===== src/rtl/sync_fifo_ctrl_pkg.sv =====
// Shared sizing helpers and defaults for the single- and dual-clock FIFO family.
// Depth and counter widths are derived here so every FIFO agrees on them.
package sync_fifo_ctrl_pkg;

    localparam int DEFAULT_WIDTH   = 8;
    localparam int DEFAULT_POINTER = 4;

    // Which of the two ports actually moved a word this cycle.
    typedef enum logic [1:0] {
        OP_IDLE  = 2'b00,
        OP_READ  = 2'b01,
        OP_WRITE = 2'b10,
        OP_BOTH  = 2'b11
    } fifo_op_e;

    function automatic int fifo_depth(input int pointer);
        return 1 << pointer;
    endfunction

    function automatic int fifo_clog2(input int value);
        int w;
        w = 0;
        while ((1 << w) < value) begin
            w = w + 1;
        end
        return w;
    endfunction

    // Occupancy has to represent 0..DEPTH inclusive.
    function automatic int count_width(input int pointer);
        return fifo_clog2(fifo_depth(pointer) + 1);
    endfunction

endpackage


===== src/rtl/fifo_mem.sv =====
// DEPTH x WIDTH register array: one synchronous write port, one asynchronous read port.
// Holds data only; all bookkeeping lives in the controller.
module fifo_mem
    import sync_fifo_ctrl_pkg::*;
#(
    parameter int WIDTH   = DEFAULT_WIDTH,
    parameter int POINTER = DEFAULT_POINTER
) (
    input  logic               clk,
    input  logic               wr_en,
    input  logic [POINTER-1:0] wr_addr,
    input  logic [WIDTH-1:0]   wr_data,
    input  logic [POINTER-1:0] rd_addr,
    output logic [WIDTH-1:0]   rd_data
);

    localparam int DEPTH = fifo_depth(POINTER);

    logic [WIDTH-1:0] mem_q [DEPTH];

    // NOTE: storage has no reset; stale words are unreachable because the
    // controller's pointers and count are reset, and a reset here would turn
    // the array into a much larger flop-with-reset structure for no benefit.
    always_ff @(posedge clk) begin
        if (wr_en) begin
            // NOTE: non-blocking so the array updates after every reader of
            // this edge has seen the old contents.
            mem_q[wr_addr] <= wr_data;
        end
    end

    assign rd_data = mem_q[rd_addr];

endmodule


===== src/rtl/sync_fifo_ctrl.sv =====
// Single-clock FIFO controller: pointers, occupancy count, threshold flags,
// sticky error flags and a registered or first-word-fall-through read port.
module sync_fifo_ctrl
    import sync_fifo_ctrl_pkg::*;
#(
    parameter int WIDTH      = DEFAULT_WIDTH,
    parameter int POINTER    = DEFAULT_POINTER,
    parameter int AFULL_LVL  = fifo_depth(POINTER) - 2,
    parameter int AEMPTY_LVL = 1,
    parameter bit FWFT       = 1'b0
) (
    input  logic               clk,
    input  logic               reset,
    input  logic               wr_en,
    input  logic [WIDTH-1:0]   data_in,
    input  logic               rd_en,
    output logic [WIDTH-1:0]   data_out,
    output logic               rd_valid,
    output logic               wr_full,
    output logic               rd_empty,
    output logic               almost_full,
    output logic               almost_empty,
    output logic [POINTER:0]   count,
    output logic               overflow,
    output logic               underflow
);

    localparam int DEPTH = fifo_depth(POINTER);
    localparam int CNT_W = count_width(POINTER);

    localparam logic [CNT_W-1:0]   DEPTH_C  = CNT_W'(DEPTH);
    localparam logic [CNT_W-1:0]   AFULL_C  = CNT_W'(AFULL_LVL);
    localparam logic [CNT_W-1:0]   AEMPTY_C = CNT_W'(AEMPTY_LVL);
    localparam logic [CNT_W-1:0]   CNT_ONE  = CNT_W'(1);
    localparam logic [POINTER:0]   PTR_ONE  = (POINTER + 1)'(1);

    logic [POINTER:0] wr_ptr_q, wr_ptr_d;
    logic [POINTER:0] rd_ptr_q, rd_ptr_d;
    logic [CNT_W-1:0] count_q, count_d;
    logic             overflow_q, overflow_d;
    logic             underflow_q, underflow_d;
    logic             rd_valid_q, rd_valid_d;
    logic [WIDTH-1:0] dout_q, dout_d;

    logic             full;
    logic             empty;
    logic             wr_acc;
    logic             rd_acc;
    fifo_op_e         op;
    logic [WIDTH-1:0] mem_rdata;
    logic             mem_we;

    // Acceptance is judged against the registered count only, so a full FIFO
    // never passes a write through even when a read frees a slot this cycle.
    always_comb begin
        full   = (count_q == DEPTH_C);
        empty  = (count_q == '0);
        wr_acc = wr_en & ~full;
        rd_acc = rd_en & ~empty;
        op     = fifo_op_e'({wr_acc, rd_acc});
        mem_we = wr_acc & ~reset;
    end

    always_comb begin
        // NOTE: every next-state variable takes its hold value first, so no
        // path through the block leaves one unassigned and infers a latch.
        wr_ptr_d    = wr_ptr_q;
        rd_ptr_d    = rd_ptr_q;
        count_d     = count_q;
        overflow_d  = overflow_q;
        underflow_d = underflow_q;
        rd_valid_d  = 1'b0;
        dout_d      = dout_q;

        if (wr_acc) begin
            wr_ptr_d = wr_ptr_q + PTR_ONE;
        end
        if (rd_acc) begin
            rd_ptr_d = rd_ptr_q + PTR_ONE;
            rd_valid_d = 1'b1;
            dout_d     = mem_rdata;
        end

        case (op)
            OP_WRITE: count_d = count_q + CNT_ONE;
            OP_READ:  count_d = count_q - CNT_ONE;
            default:  count_d = count_q;
        endcase

        if (wr_en && full) begin
            overflow_d = 1'b1;
        end
        if (rd_en && empty) begin
            underflow_d = 1'b1;
        end
    end

    always_ff @(posedge clk) begin
        if (reset) begin
            wr_ptr_q    <= '0;
            rd_ptr_q    <= '0;
            count_q     <= '0;
            overflow_q  <= 1'b0;
            underflow_q <= 1'b0;
            rd_valid_q  <= 1'b0;
            dout_q      <= '0;
        end else begin
            wr_ptr_q    <= wr_ptr_d;
            rd_ptr_q    <= rd_ptr_d;
            count_q     <= count_d;
            overflow_q  <= overflow_d;
            underflow_q <= underflow_d;
            rd_valid_q  <= rd_valid_d;
            dout_q      <= dout_d;
        end
    end

    // The extra pointer bit exists so the pointer distance always equals count.
    always @(posedge clk) begin
        if (!reset) begin
            assert ((wr_ptr_q - rd_ptr_q) == count_q);
        end
    end

    fifo_mem #(
        .WIDTH   (WIDTH),
        .POINTER (POINTER)
    ) u_mem (
        .clk     (clk),
        .wr_en   (mem_we),
        .wr_addr (wr_ptr_q[POINTER-1:0]),
        .wr_data (data_in),
        .rd_addr (rd_ptr_q[POINTER-1:0]),
        .rd_data (mem_rdata)
    );

    assign wr_full      = full;
    assign rd_empty     = empty;
    assign almost_full  = (count_q >= AFULL_C);
    assign almost_empty = (count_q <= AEMPTY_C);
    assign count        = count_q;
    assign overflow     = overflow_q;
    assign underflow    = underflow_q;

    if (FWFT) begin : g_fwft
        assign data_out = mem_rdata;
        assign rd_valid = ~empty;
    end else begin : g_registered
        assign data_out = dout_q;
        assign rd_valid = rd_valid_q;
    end

endmodule

===== config.mk =====
export PLATFORM = sky130hd
export DESIGN_NAME = sync_fifo_ctrl
export DESIGN_NICKNAME = d
export VERILOG_FILES = /design/src/rtl/sync_fifo_ctrl_pkg.sv /design/src/rtl/fifo_mem.sv /design/src/rtl/sync_fifo_ctrl.sv
export SDC_FILE = /design/constraint.sdc
export NUM_CORES = 1
export LEC_CHECK = 0
export CORE_MARGIN = 2
export CORE_UTILIZATION = 40
export DETAILED_ROUTE_END_ITERATION = 8
export GPL_TIMING_DRIVEN = 1
export HOLD_SLACK_MARGIN = 0.05
export MAX_ROUTING_LAYER = met4
export PLACE_DENSITY = 0.59
export SKIP_CTS_REPAIR_TIMING = 1
export SYNTH_ARGS = -nofsm -noshare
export SYNTH_HDL_FRONTEND = slang
export SYNTH_SLANG_ARGS = --single-unit

===== constraint.sdc =====
create_clock -name clk -period 2.4 [get_ports clk]
set_input_delay 0.48 -clock clk [delete_from_list [all_inputs] [get_ports clk]]
set_output_delay 0.48 -clock clk [all_outputs]
set_load 0.02 [all_outputs]

==> results of run 1 <==
[cell usage after synthesis (3+ instances only)]
library cell / number
mux2i_1: 17
clkbuf_1: 4
nor3_1: 5
buf_6: 4
ha_1: 11
buf_2: 4
buf_4: 3
nor2_1: 24
nand2_1: 8
nand3_1: 5
inv_1: 7
edfxtp_1: 128
xnor2_1: 5
xor2_1: 4
nand3b_1: 8
a21oi_1: 8
dfxtp_1: 24
o221ai_2: 8
nand2b_1: 3
mux4_2: 32
[area by class of cell]
cell class                      count  area, sq um  share of cell area [%]
Clock buffer                       20        436.7                   5.882
Clock inverter                     12        118.9                   1.601
Inverter                            8        30.03                  0.4045
Multi-Input combinational cell    157         1702                   22.92
Sequential cell                   152         4325                   58.27
Tap cell                          188        235.2                   3.169
Timing Repair Buffer               62        575.6                   7.753
[worst reg2reg max path, stage by stage (launching register included)]
cell	delay, ns
dfxtp_1	0.31
inv_1	0.11
ha_1	0.17
or4b_4	0.50
nand2_4	0.10
inv_2	0.04
ha_1	0.19
buf_4	0.16
nand4b_1	0.16
a21oi_1	0.20
xnor2_1	0.15
nor2_1	0.05
[per-layer routing]
metal	vias to the layer above	wire [microns]
li1	1458	-
met1	1545	5694
met2	68	5674
met3	11	473
met4	0	126
met5	-	0
[state kept, by name, indices dropped and copies added (netlist names)]
signal / cells
count: 5
data_out: 8
overflow: 1
rd_ptr_q: 4
rd_valid: 1
u_mem.mem_q: 128
underflow: 1
wr_ptr_q: 4
[stage by stage]
stage                     hold WS, ns  instances
after floorplan                0.4817        334
after global placement         0.4526        567
after detailed placement       0.4602        567
after CTS                      0.4762        599
after global routing           0.5002        599
final                          0.4704        599
[path summary, 6_finish.rpt]
check / endpoint / start / slack, ns
hold reg to reg: underflow / underflow / 0.47
setup / recovery: rd_empty / count[0] / 0.10
hold / removal: underflow / underflow / 0.47
setup reg to reg: count[3] / count[0] / 0.15
[report_power, final]
part | internal [W] | leakage (nW) | switching, W
clock network | 0.00144 | 0.267 | 0.00107
registers | 0.00299 | 1.35 | 0.0000856
logic | 0.000581 | 0.830 | 0.000695
total | 0.00501 | 2.45 | 0.00185
[kinds of logic after synthesis]
family | after synthesis | share of synthesized area, %
flops | 152 | 70.06
compound gates | 21 | 3.142
simple gates | 67 | 6.325
xor+xnor | 9 | 1.277
mux | 49 | 14.43
fa+ha+maj | 11 | 2.230
buf+inv | 25 | 2.534
==> results.md, run 1 <==
- EDFF count, synth: between 100 and 150
- R2R depth: 11
- Most frequent CP cell: inv_1
- Vias in the first global route: ~3,200
- Number of synthesized register bits: between 150 and 200
- Clock Path Buffers: 2
- Levels on crit path: 5
- Layout cells sized above 1: 27.25%
- Slew Limit Headroom: 60.27%
- Final WL: 11,970 microns
- CTS Buf Count: 17
- CP max stage delay: approximately 0.50 ns
- Final setup viols: 0
- Netlist Area Pre-Place: about 0.0062 sq mm
- Final hold viol count: 0
- Share of the synthesized area in the top cell type: just over 60%
- Diode count: 0
- Placer congestion estimate: between 0.7 and 0.8
- Initial Util: between 40% and 50%
- Outcome: completed
- Worst-margin pin slew: 0.5941 ns
- Gr ovfl total: 0
- Worst-path cell chain: inv_1, ha_1, or4b_4, inv_1, dlymetal6s2s_1
- Final instance area: 0.007423 sq mm
- Hold Path Depth: 2
- Util after Layout: 49.01%
- CTS root buffer: clkbuf_16
- Yosys warns: 0
- Die area: about 0.016 sq mm
- Global Route Usage Sum: between 10% and 20%
- Reg clk slew, reported paths: 0.06 ns
- Fill cells: approximately 1,200
- Leak: roughly 2.4 nW
- Residual DRC: 0
- Setup TNS: 0 ns
- Core area: 0.01515 sq mm
- 1st-iter DRT viols: approximately 290
- Synth area leaders: edfxtp_1, mux4_2, dfxtp_1, mux2i_1, ha_1
- Slowest CP cell: or4b_4
- Wire per inst: between 15 and 20 microns
- Pwr Total: about 0.007 W
- Worst Skew: ~0.0074 ns
- Setup ws final: between 0.1 and 0.15 ns
- Synthesis-to-layout area growth: 20.27%
- GR peak layer: met2
- Crit share post-route: between 90% and 100%
- Met1 GRT Util: 21.46%
- Avg Vias per Cell: approximately 5.1
- Die Height: 128.2 microns
- FP Rows: 45
- First-pass GRT wire length: ~19,000 microns
- Crit Path Max Fanout: 4
- DRT Pass-1 Iters: 4
- Hpwl dp: 7554 microns
- Distinct cell type count after synthesis: 38
- Pre-CTS WS: 0.05943 ns
- Main synth FF type: edfxtp_1
- Antenna violations before repair: 0
- Syn_nets: between 300 and 400
- Clk sinks: ~150
- H-tree depth: 4
- Final Max Tran Viols: 0
- Port Buffer Count: 31
- Pwr/cell area: just over 900 mW/mm^2
- Worst Setup Path Type: reg2out
- Routed vias: just over 3,000
- TritonCTS clock tree: built
- Syn avg cell area: between 15 and 20 sq um
- Final #Nets: between 400 and 500
- Crit path DAT: 1.82 ns
- DP Area: 0.006860 sq mm
- Mapped Cells: 334
- Fin crit period: roughly 2.3 ns
- Critical path required time: ~1.9 ns
- Die width: about 130 microns
- Post-synthesis sequential area ratio: between 70% and 80%
- Largest net degree at the start of global routing: 35
- Asr flop ratio synth: 0%
- Met3 Track Usage GR: about 4.4%
- Most frequent cells in the layout: edfxtp_1, mux4_2, buf_4
- Peak VDD IR: approximately 630 uV
- Buf+Inv Stages, Crit Path: 3
- Met2 GRT Util: around 25%
- Type of destination of the critical path: primary output
- Max-cap violations: 0
- HP Class: reg2reg
- Most common cell after layout, fill and taps aside: edfxtp_1
- Post-route ant nets: 0
- Peak Freq: between 400 and 500 MHz
- Top delay family on crit path: simple AND/OR/NAND/NOR gates
- Worst setup SP type: register
- RSZ-0062 raised after global routing: no
- Area leader, netlist: edfxtp_1
- Io pins: 32
- Clock Latency Late Sink: around 0.42 ns
Note: power is estimated with default switching activity, not from simulation.
==> run 2, diff against run 1 <==
Settings changed: CORE_ASPECT_RATIO set to 0.5, CTS_BUF_LIST set to sky130_fd_sc_hd__clkbuf_8.
==> results.md, run 2 (same netlist as run 1, synthesis figures left out) <==
- Worst Skew: between 0.015 and 0.02 ns
- Layout cells sized above 1: 27.94%
- Clk sinks: between 150 and 200
- Biggest register: u_mem.mem_q
- Die area: roughly 0.017 sq mm
- RSZ-0062 raised after global routing: no
- Avg Vias per Cell: roughly 5.2
- Clock Latency Late Sink: 0.44 ns
- Max-cap violations: 0
- Initial Util: 40.46%
- Final setup viols: 0
- Largest net degree at the start of global routing: 35
- Top delay family on crit path: simple AND/OR/NAND/NOR gates
- Largest register FFs: roughly 130
- Buf+Inv Stages, Crit Path: 3
- Psw: between 0.0015 and 0.002 W
- FP Rows: 32
- Hpwl dp: roughly 8600 microns
- H-tree depth: 4
- Final #Nets: 419
- Register area: 0.004325 sq mm
- CTS root buffer: clkbuf_8
- Peak Freq: between 400 and 500 MHz
- Pwr/cell area: 863.1 mW/mm^2
- Die Height: just over 90 microns
- Global Route Usage Sum: between 15 and 20%
- Post-route ant nets: 0
- Most frequent cells in the layout: edfxtp_1, mux4_2, buf_4
- 1st-iter DRT viols: between 200 and 250
- Die width: 179.7 microns
- Final WL: ~13,000 microns
- Combinational power share: between 20% and 30%
- Slew Limit Headroom: 50.79%
- Setup ws final: between 0.1 and 0.15 ns
- Diode count: 0
- Io pins: 32
- Reg clk slew, reported paths: around 0.090 ns
- Area of the multi-input gates: 0.001702 sq mm
- Routed vias: ~3,200
- Internal power: roughly 0.0044 W
- Type of destination of the critical path: primary output
- Slowest CP cell: or4b_4
- First-pass GRT wire length: between 15,000 and 20,000 microns
- Switching Share: 29.45%
- CP max stage delay: approximately 0.50 ns
- Residual DRC: 0
- Pre-CTS WS: about 0.036 ns
- Gr ovfl total: 0
- Final hold viol count: 0
- DRT Pass-1 Iters: 4
- Most common cell after layout, fill and taps aside: edfxtp_1
- Worst Setup Path Type: reg2out
- Met2 GRT Util: between 20 and 30%
- Crit path DAT: 1.77 ns
- Peak VDD IR: ~310 uV
- Crit share post-route: between 90% and 100%
- CTS Buf Count: 17
- TritonCTS clock tree: built
- Worst hold slack: about 0.50 ns
- Synthesis-to-layout area growth: 17.39%
- Worst-margin pin slew: 0.7359 ns
- Leak: roughly 2.4 nW
- Clk pwr share: a little under a third
- Worst-path cell chain: inv_2, ha_1, or4b_4, inv_1, clkbuf_2
- Placer congestion estimate: roughly 0.84
- Final Max Tran Viols: 0
- Vias in the first global route: about 3,400
- Antenna violations before repair: 0
- Fill cells: roughly 1,300
- Met3 Track Usage GR: between 5 and 6%
- Port Buffer Count: 31
- Met1 GRT Util: between 20% and 30%
- Outcome: completed
- Worst setup SP type: register
- Crit Path Max Fanout: 4
- Reg power frac: 49.2%
- HP Class: reg2reg
- Critical path required time: roughly 1.9 ns
- Clock Path Buffers: 2
- GR peak layer: met2
- Wire per inst: 21.01 microns
- Core area: approximately 0.015 sq mm
- Fin crit period: about 2.3 ns
==> run 2: cell types whose count changed in the layout (fill, tap and decap cells not counted), sizes merged <==
| cell | previous run | this run |
|---|---|---|
| inv | 12 | 17 |
| clkinv | 5 | 2 |
| clkdlybuf4s50 | 28 | 27 |
| clkbuf | 20 | 18 |
| buf | 31 | 29 |
==> run 2: final timing paths <==
check / cells past startpoint / endpoint / startpoint / slack [ns]
worst max-delay path: 5 / rd_empty / count[0] / 0.15
worst min-delay path: 2 / underflow / underflow / 0.50
worst max register to register: 11 / count[3] / count[0] / 0.20
worst min register to register: 2 / underflow / underflow / 0.50
==> run 2: metal layers <==
layer,wire (microns),vias up
met3,651,6
met2,6320,73
met4,108,0
met5,0,-
met1,5777,1662
li1,-,1447
==> run 2: area by class of cell <==
cell class,instances,share of cell area [%]
Inverter,8,0.4144
Clock inverter,14,2.159
Clock buffer,17,3.229
Tap cell,204,3.523
Sequential cell,152,59.70
Multi-Input combinational cell,157,23.48
Timing Repair Buffer,60,7.494
==> run 2: tightest hold or removal path: cells and delay by family (launching register included) <==
family / cells / cell delay, ns
AOI/OAI and AO/OA: 1 / 0.05
and+or+nand+nor: 1 / 0.07
DFF: 1 / 0.35
==> run 2: stage by stage <==
| step | setup TNS [ns] | std cells | area, sq um | util (%) | total power [W] |
|---|---|---|---|---|---|
| after global placement | 0 | 581 | 6853 | 44.92 | 0.004391 |
| after global routing | 0 | 612 | 7246 | 47.50 | 0.006549 |
| after floorplan | -1.860 | 334 | 6182 | - | 0.003907 |
| after CTS | -0.6470 | 612 | 7243 | 47.48 | 0.006343 |
| after detailed placement | 0 | 581 | 6853 | 44.92 | 0.004435 |
| final | 0 | 612 | 7246 | 47.50 | 0.006254 |
==> run 2: power groups by stage <==
stage | combinational (W) | sequential (W) | clock (W)
3_3_place_gp | 0.00127 | 0.00312 | 0
3_5_place_dp | 0.00130 | 0.00313 | 0
4_1_cts | 0.00130 | 0.00307 | 0.00196
6_report | 0.00127 | 0.00307 | 0.00191
2_1_floorplan | 0.000674 | 0.00323 | 0
5_1_grt | 0.00138 | 0.00309 | 0.00208
